==> config.mk <==
export PLATFORM = sky130hd
export DESIGN_NAME = inter_arbiter
export DESIGN_NICKNAME = d
export VERILOG_FILES = /design/src/rtl/inter_arbiter.sv
export SDC_FILE = /design/constraint.sdc
export NUM_CORES = 1
export LEC_CHECK = 0
export ABC_AREA = 1
export BUFFER_PORTS_ARGS = -buffer_cell sky130_fd_sc_hd__buf_4
export CAP_MARGIN = 20
export CELL_PAD_IN_SITES_DETAIL_PLACEMENT = 0
export CELL_PAD_IN_SITES_GLOBAL_PLACEMENT = 1
export CORE_UTILIZATION = 37
export CTS_CLUSTER_DIAMETER = 30
export DETAILED_ROUTE_END_ITERATION = 10
export PLACE_DENSITY_LB_ADDON = 0.1
export SYNTH_ARGS = -nofsm -noshare
export SYNTH_HDL_FRONTEND = slang
export SYNTH_HIERARCHICAL = 1
export SYNTH_SLANG_ARGS = --single-unit
==> constraint.sdc <==
create_clock -name clk -period 1.8 [get_ports clk]
set_input_delay 0.27 -clock clk [delete_from_list [all_inputs] [get_ports clk]]
set_output_delay 0.27 -clock clk [all_outputs]
set_load 0.1 [all_outputs]
==> src/rtl/inter_arbiter.sv <==
// Two-master / two-slave register-write arbiter: per-master packet FIFOs,
// round-robin grant, valid/ready delivery to the selected slave and a completion strobe.
//
// Handshakes: a master push happens when in_valid_x && in_ready_x at posedge; a slave
// transfer completes when valid_slaveX && ready_slaveX at posedge. Valid and data stay
// stable until completion, and ready on the non-addressed slave is ignored.

module inter_arbiter_fifo #(
    parameter int DEPTH = 2
) (
    input  logic       clk,
    input  logic       rst,
    input  logic       push_i,
    input  logic       pop_i,
    input  logic [6:0] data_i,
    output logic [6:0] head_o,
    output logic       full_o,
    output logic       empty_o
);
    localparam int PW = (DEPTH > 1) ? $clog2(DEPTH) : 1;
    localparam int CW = $clog2(DEPTH + 1);

    logic [6:0]    mem_q [DEPTH];
    logic [PW-1:0] wr_ptr_q, wr_ptr_d;
    logic [PW-1:0] rd_ptr_q, rd_ptr_d;
    logic [CW-1:0] count_q, count_d;

    assign full_o  = (count_q == CW'(DEPTH));
    assign empty_o = (count_q == '0);
    assign head_o  = mem_q[rd_ptr_q];

    // Pointers wrap explicitly so non-power-of-two depths work.
    always_comb begin
        wr_ptr_d = wr_ptr_q;
        rd_ptr_d = rd_ptr_q;
        count_d  = count_q;
        if (push_i) begin
            wr_ptr_d = (wr_ptr_q == PW'(DEPTH - 1)) ? '0 : wr_ptr_q + 1'b1;
        end
        if (pop_i) begin
            rd_ptr_d = (rd_ptr_q == PW'(DEPTH - 1)) ? '0 : rd_ptr_q + 1'b1;
        end
        if (push_i && !pop_i) begin
            count_d = count_q + 1'b1;
        end else if (!push_i && pop_i) begin
            count_d = count_q - 1'b1;
        end
    end

    always_ff @(posedge clk) begin
        if (rst) begin
            wr_ptr_q <= '0;
            rd_ptr_q <= '0;
            count_q  <= '0;
        end else begin
            wr_ptr_q <= wr_ptr_d;
            rd_ptr_q <= rd_ptr_d;
            count_q  <= count_d;
        end
    end

    always_ff @(posedge clk) begin
        if (push_i) begin
            mem_q[wr_ptr_q] <= data_i;
        end
    end
endmodule

module inter_arbiter #(
    parameter int DEPTH = 2  // legal range 2..8
) (
    input  logic       clk,
    input  logic       rst,
    input  logic       in_valid_1,
    input  logic       in_valid_2,
    input  logic [6:0] data_in_1,
    input  logic [6:0] data_in_2,
    output logic       in_ready_1,
    output logic       in_ready_2,
    input  logic       ready_slave1,
    input  logic       ready_slave2,
    output logic       valid_slave1,
    output logic       valid_slave2,
    output logic [2:0] addr_out,
    output logic [2:0] value_out,
    output logic       handshake_slave1,
    output logic       handshake_slave2,
    output logic [1:0] grant,
    output logic [1:0] dbg_state_o
);
    typedef enum logic [1:0] {
        ST_IDLE = 2'd0,
        ST_SEND = 2'd1,
        ST_HS   = 2'd2
    } state_t;

    state_t     state_q;
    logic       last_m2_q;
    logic [1:0] grant_q;
    logic       valid1_q, valid2_q;
    logic       hs1_q, hs2_q;
    logic [2:0] addr_q, value_q;

    logic       full_1, full_2, empty_1, empty_2;
    logic [6:0] head_1, head_2, head_sel;
    logic       push_1, push_2, pick_1, pick_2, arb_en, fire;

    // No bypass: a full FIFO refuses a push even while it is being popped.
    assign in_ready_1 = !full_1 && !rst;
    assign in_ready_2 = !full_2 && !rst;
    assign push_1     = in_valid_1 && in_ready_1;
    assign push_2     = in_valid_2 && in_ready_2;

    // On a tie the master that was not served last wins.
    assign arb_en   = (state_q == ST_IDLE) || (state_q == ST_HS);
    assign pick_1   = arb_en && !empty_1 && (empty_2 || last_m2_q);
    assign pick_2   = arb_en && !empty_2 && (empty_1 || !last_m2_q);
    assign head_sel = pick_1 ? head_1 : head_2;
    assign fire     = (valid1_q && ready_slave1) || (valid2_q && ready_slave2);

    inter_arbiter_fifo #(.DEPTH(DEPTH)) u_fifo_1 (
        .clk     (clk),
        .rst     (rst),
        .push_i  (push_1),
        .pop_i   (pick_1),
        .data_i  (data_in_1),
        .head_o  (head_1),
        .full_o  (full_1),
        .empty_o (empty_1)
    );

    inter_arbiter_fifo #(.DEPTH(DEPTH)) u_fifo_2 (
        .clk     (clk),
        .rst     (rst),
        .push_i  (push_2),
        .pop_i   (pick_2),
        .data_i  (data_in_2),
        .head_o  (head_2),
        .full_o  (full_2),
        .empty_o (empty_2)
    );

    always_ff @(posedge clk) begin
        if (rst) begin
            state_q   <= ST_IDLE;
            last_m2_q <= 1'b1;
            grant_q   <= 2'b00;
            valid1_q  <= 1'b0;
            valid2_q  <= 1'b0;
            hs1_q     <= 1'b0;
            hs2_q     <= 1'b0;
            addr_q    <= 3'd0;
            value_q   <= 3'd0;
        end else begin
            case (state_q)
                ST_IDLE, ST_HS: begin
                    hs1_q <= 1'b0;
                    hs2_q <= 1'b0;
                    if (pick_1 || pick_2) begin
                        state_q   <= ST_SEND;
                        last_m2_q <= pick_2;
                        grant_q   <= pick_1 ? 2'b01 : 2'b10;
                        valid1_q  <= !head_sel[6];
                        valid2_q  <= head_sel[6];
                        addr_q    <= head_sel[5:3];
                        value_q   <= head_sel[2:0];
                    end else begin
                        state_q  <= ST_IDLE;
                        grant_q  <= 2'b00;
                        valid1_q <= 1'b0;
                        valid2_q <= 1'b0;
                        addr_q   <= 3'd0;
                        value_q  <= 3'd0;
                    end
                end
                ST_SEND: begin
                    // Address/value stay up through HS to show the completed packet.
                    if (fire) begin
                        state_q  <= ST_HS;
                        valid1_q <= 1'b0;
                        valid2_q <= 1'b0;
                        hs1_q    <= valid1_q;
                        hs2_q    <= valid2_q;
                    end
                end
                default: begin
                    state_q <= ST_IDLE;
                end
            endcase
        end
    end

    assign valid_slave1     = valid1_q;
    assign valid_slave2     = valid2_q;
    assign addr_out         = addr_q;
    assign value_out        = value_q;
    assign handshake_slave1 = hs1_q;
    assign handshake_slave2 = hs2_q;
    assign grant            = grant_q;
    assign dbg_state_o      = state_q;
endmodule

==> qor.txt <==
synth unique cells: 25
die area: 6310 µm²
CTS Buffer Depth: 2
XOR/XNOR share of the synthesized area: 0.789%
power per cell area: 1840 nW/µm²
Congestion Overflow GR: 0
Via Count: 1550
Synth area leaders: edfxtp_1 (38%), dfxtp_1 (23%), mux2_2 (7.1%), inv_1 (5.9%), nand2_1 (5.2%)
GRT Total Usage: 14.4%
final hold violation count: 0
final period utilization: 89.2%
yosys warns: 6
GP Congestion: 0.688
Max Cap Viol: 0
leakage: 1.17 nW
largest family of logic cells by synthesized area: simple AND/OR/NAND/NOR gates
Diodes inserted: 0
# fillers: 537
critical path class: register to register
CTS sink cnt: 53
IO buf count: 35
final setup TNS: 0 ns
Area Growth Syn to Fin: 21.1%
initial antenna violation count: 0
Synth Area in Simple Gates: 17.9%
clock tree from TritonCTS: done
Post-Route WL: 4020 µm
starting density of the core: 39.3%
Mapped Cells: 218
final slew viol count: 0
most frequent cells after synthesis: inv_1 (35), nand2_1 (31), edfxtp_1 (28), dfxtp_1 (25), nand3_1 (22)
CTS Buf Count: 5
clock skew: 0.00308 ns
area of the core: 5640 µm²
vias in the first global route: 1515
fin area: 2690 µm²
drt via density: 4.61
Post-Syn Area: 2220 µm²
Final setup viols: 0
worst-margin pin slew: 0.499 ns
placed cell count: 328
H-tree depth: 2
Worst-path clk slew: 0.09 ns
IO Pins: 36
# DRC: 0
Avg Cell Area, Syn: 10.2 µm²
post-synthesis register bit count: 53
crit path launch type: register
RSZ-0062 raised after global routing: false
status: finished clean
reg-to-reg startpoint: u_fifo_2/count_q[1]
DP Worst Slack: 0.110 ns
Layout Nets: 285
placed standard-cell area: 2600 µm²
hpwl dp: 2950 µm
Routed Antenna Nets: 0
Synth Area in Compound Gates: 4.62%
top-area cell type share of the netlist area: 37.9%
first-pass GRT wire length: 6910 µm
HP Start: data_in_1[6]
sequential area share after synthesis: 60.4%
largest area contributor in the netlist: edfxtp_1
Post-synth EDFFs: 28
most frequent cell after synthesis: inv_1
CP Data Required Time: 2.01 ns
worst setup slack after layout: 0.194 ns
root buf cell: clkbuf_8
1st-pass router iterations: 4
fin cells: 336
worst setup path startpoint: u_fifo_2/count_q[1]
slew margin rel.: 66.7%
Worst EP arrival: 1.82 ns
Chip Height: 79.5 µm
kind of end point of the critical path: register
Total Power: 4.95 mW
mux share of post-synthesis cell area: 7.10%
Routed WL per cell: 12.0 µm
Synth Flop Type: edfxtp_1
Core Rows: 27
Synth Area in Adders: 1.13%
min Tclk post-route: 1.61 ns
Peak VDD IR: 1.33 mV
chip width: 79.5 µm
drt initial violations: 47
Net Count, Synth: 240
FFs w/ async S/R, synth: 0%
FMAX: 623 MHz
largest net degree at the start of global routing: 16
worst-path maximum fanout: 3
clock latency on the worst-skew pair: 0.30 ns
worst hold path class: primary input to register
fraction of layout cells with a size suffix above 1: 29.9%
final cells by class:
| class | instances | area [µm²] | share of cell area, % |
|---|---|---|---|
| clock buffers | 7 | 76.3 | 2.84 |
| clock inverters | 1 | 7.51 | 0.279 |
| inverters | 38 | 143 | 5.30 |
| multi-input cells | 122 | 707 | 26.3 |
| flip-flops and latches | 53 | 1340 | 49.9 |
| well taps | 72 | 90.1 | 3.35 |
| repair buffers | 43 | 323 | 12.0 |
cell families after synthesis:
| family | count (synthesis) |
|---|---|
| and+or+nand+nor | 85 |
| DFF | 53 |
| buffers and inverters | 43 |
| AOI/OAI and AO/OA | 19 |
| muxes | 14 |
| xor gates and xnor gates | 2 |
| adders and majority gates | 2 |
repair_timing:
item,CTS,global route
hold buffers,0,0
endpoints found under the hold margin,0,0
gates resized for setup,0,2
setup endpoints to repair,0,3
buffers inserted,0,0
worst max-delay path, cell delays in order (launching register included):
cell and delay [ns]:
dfxtp_1 0.34, nor2_1 0.23, inv_1 0.08, nand2_2 0.10, nand2_4 0.05, inv_1 0.08, inv_1 0.05, ha_1 0.29
inv_1 0.08, nand4_1 0.11, nand2_1 0.07, nor2_1 0.03
through the flow:
step	utilization [%]	hold slack, ns
after floorplan	-	0.342
after global placement	46.1	0.456
after detailed placement	46.1	0.458
after CTS	47.6	0.136
after global routing	47.7	0.132
final	47.7	0.145
path summary, 6_finish.rpt:
| check | endpoint | slack [ns] | cells after the start |
|---|---|---|---|
| min reg2reg | grant[0] | 0.47 | 2 |
| max reg2reg | u_fifo_1/count_q[1] | 0.19 | 11 |
| max | u_fifo_1/count_q[1] | 0.19 | 11 |
| min | u_fifo_1/mem_q[0][6] | 0.15 | 1 |
layer usage:
metal / part of all wire (%) / wire length (µm) / vias up / global-route usage, %
met5: 0 / 0 / - / 0
met1: 50 / 1990 / 709 / 19.0
met3: 5.0 / 200 / 4 / 3.54
met2: 44 / 1780 / 34 / 22.8
li1: - / - / 803 / -
met4: 1.1 / 46 / 0 / 4.91
where the power goes:
part / switching, mW / total (mW) / internal (mW) / leakage, nW
sequential: 0.212 / 1.75 / 1.54 / 0.462
clock: 0.372 / 0.648 / 0.276 / 0.0385
combinational: 1.79 / 2.54 / 0.758 / 0.665
total: 2.37 / 4.95 / 2.58 / 1.17
sequential cells by signal, indices dropped and copies added (netlist names), 2 cells and up, named ones only:
signal,flops
u_fifo_1/mem_q,14
u_fifo_2/mem_q,14
addr_out,3
value_out,3
dbg_state_o,2
grant,2
u_fifo_1/count_q,2
u_fifo_2/count_q,2
placed cells by master, fill, tap and decap left out, types with 3 or more instances in the layout:
cell / instances
edfxtp_1: 28
mux2_2: 14
nor2_1: 15
nand2_1: 31
dfxtp_1: 24
buf_4: 43
inv_2: 3
nand2_2: 4
inv_1: 35
clkbuf_8: 5
a21oi_1: 13
nand3_1: 22
nor2_2: 4
Note: power is estimated with default switching activity, not from simulation.
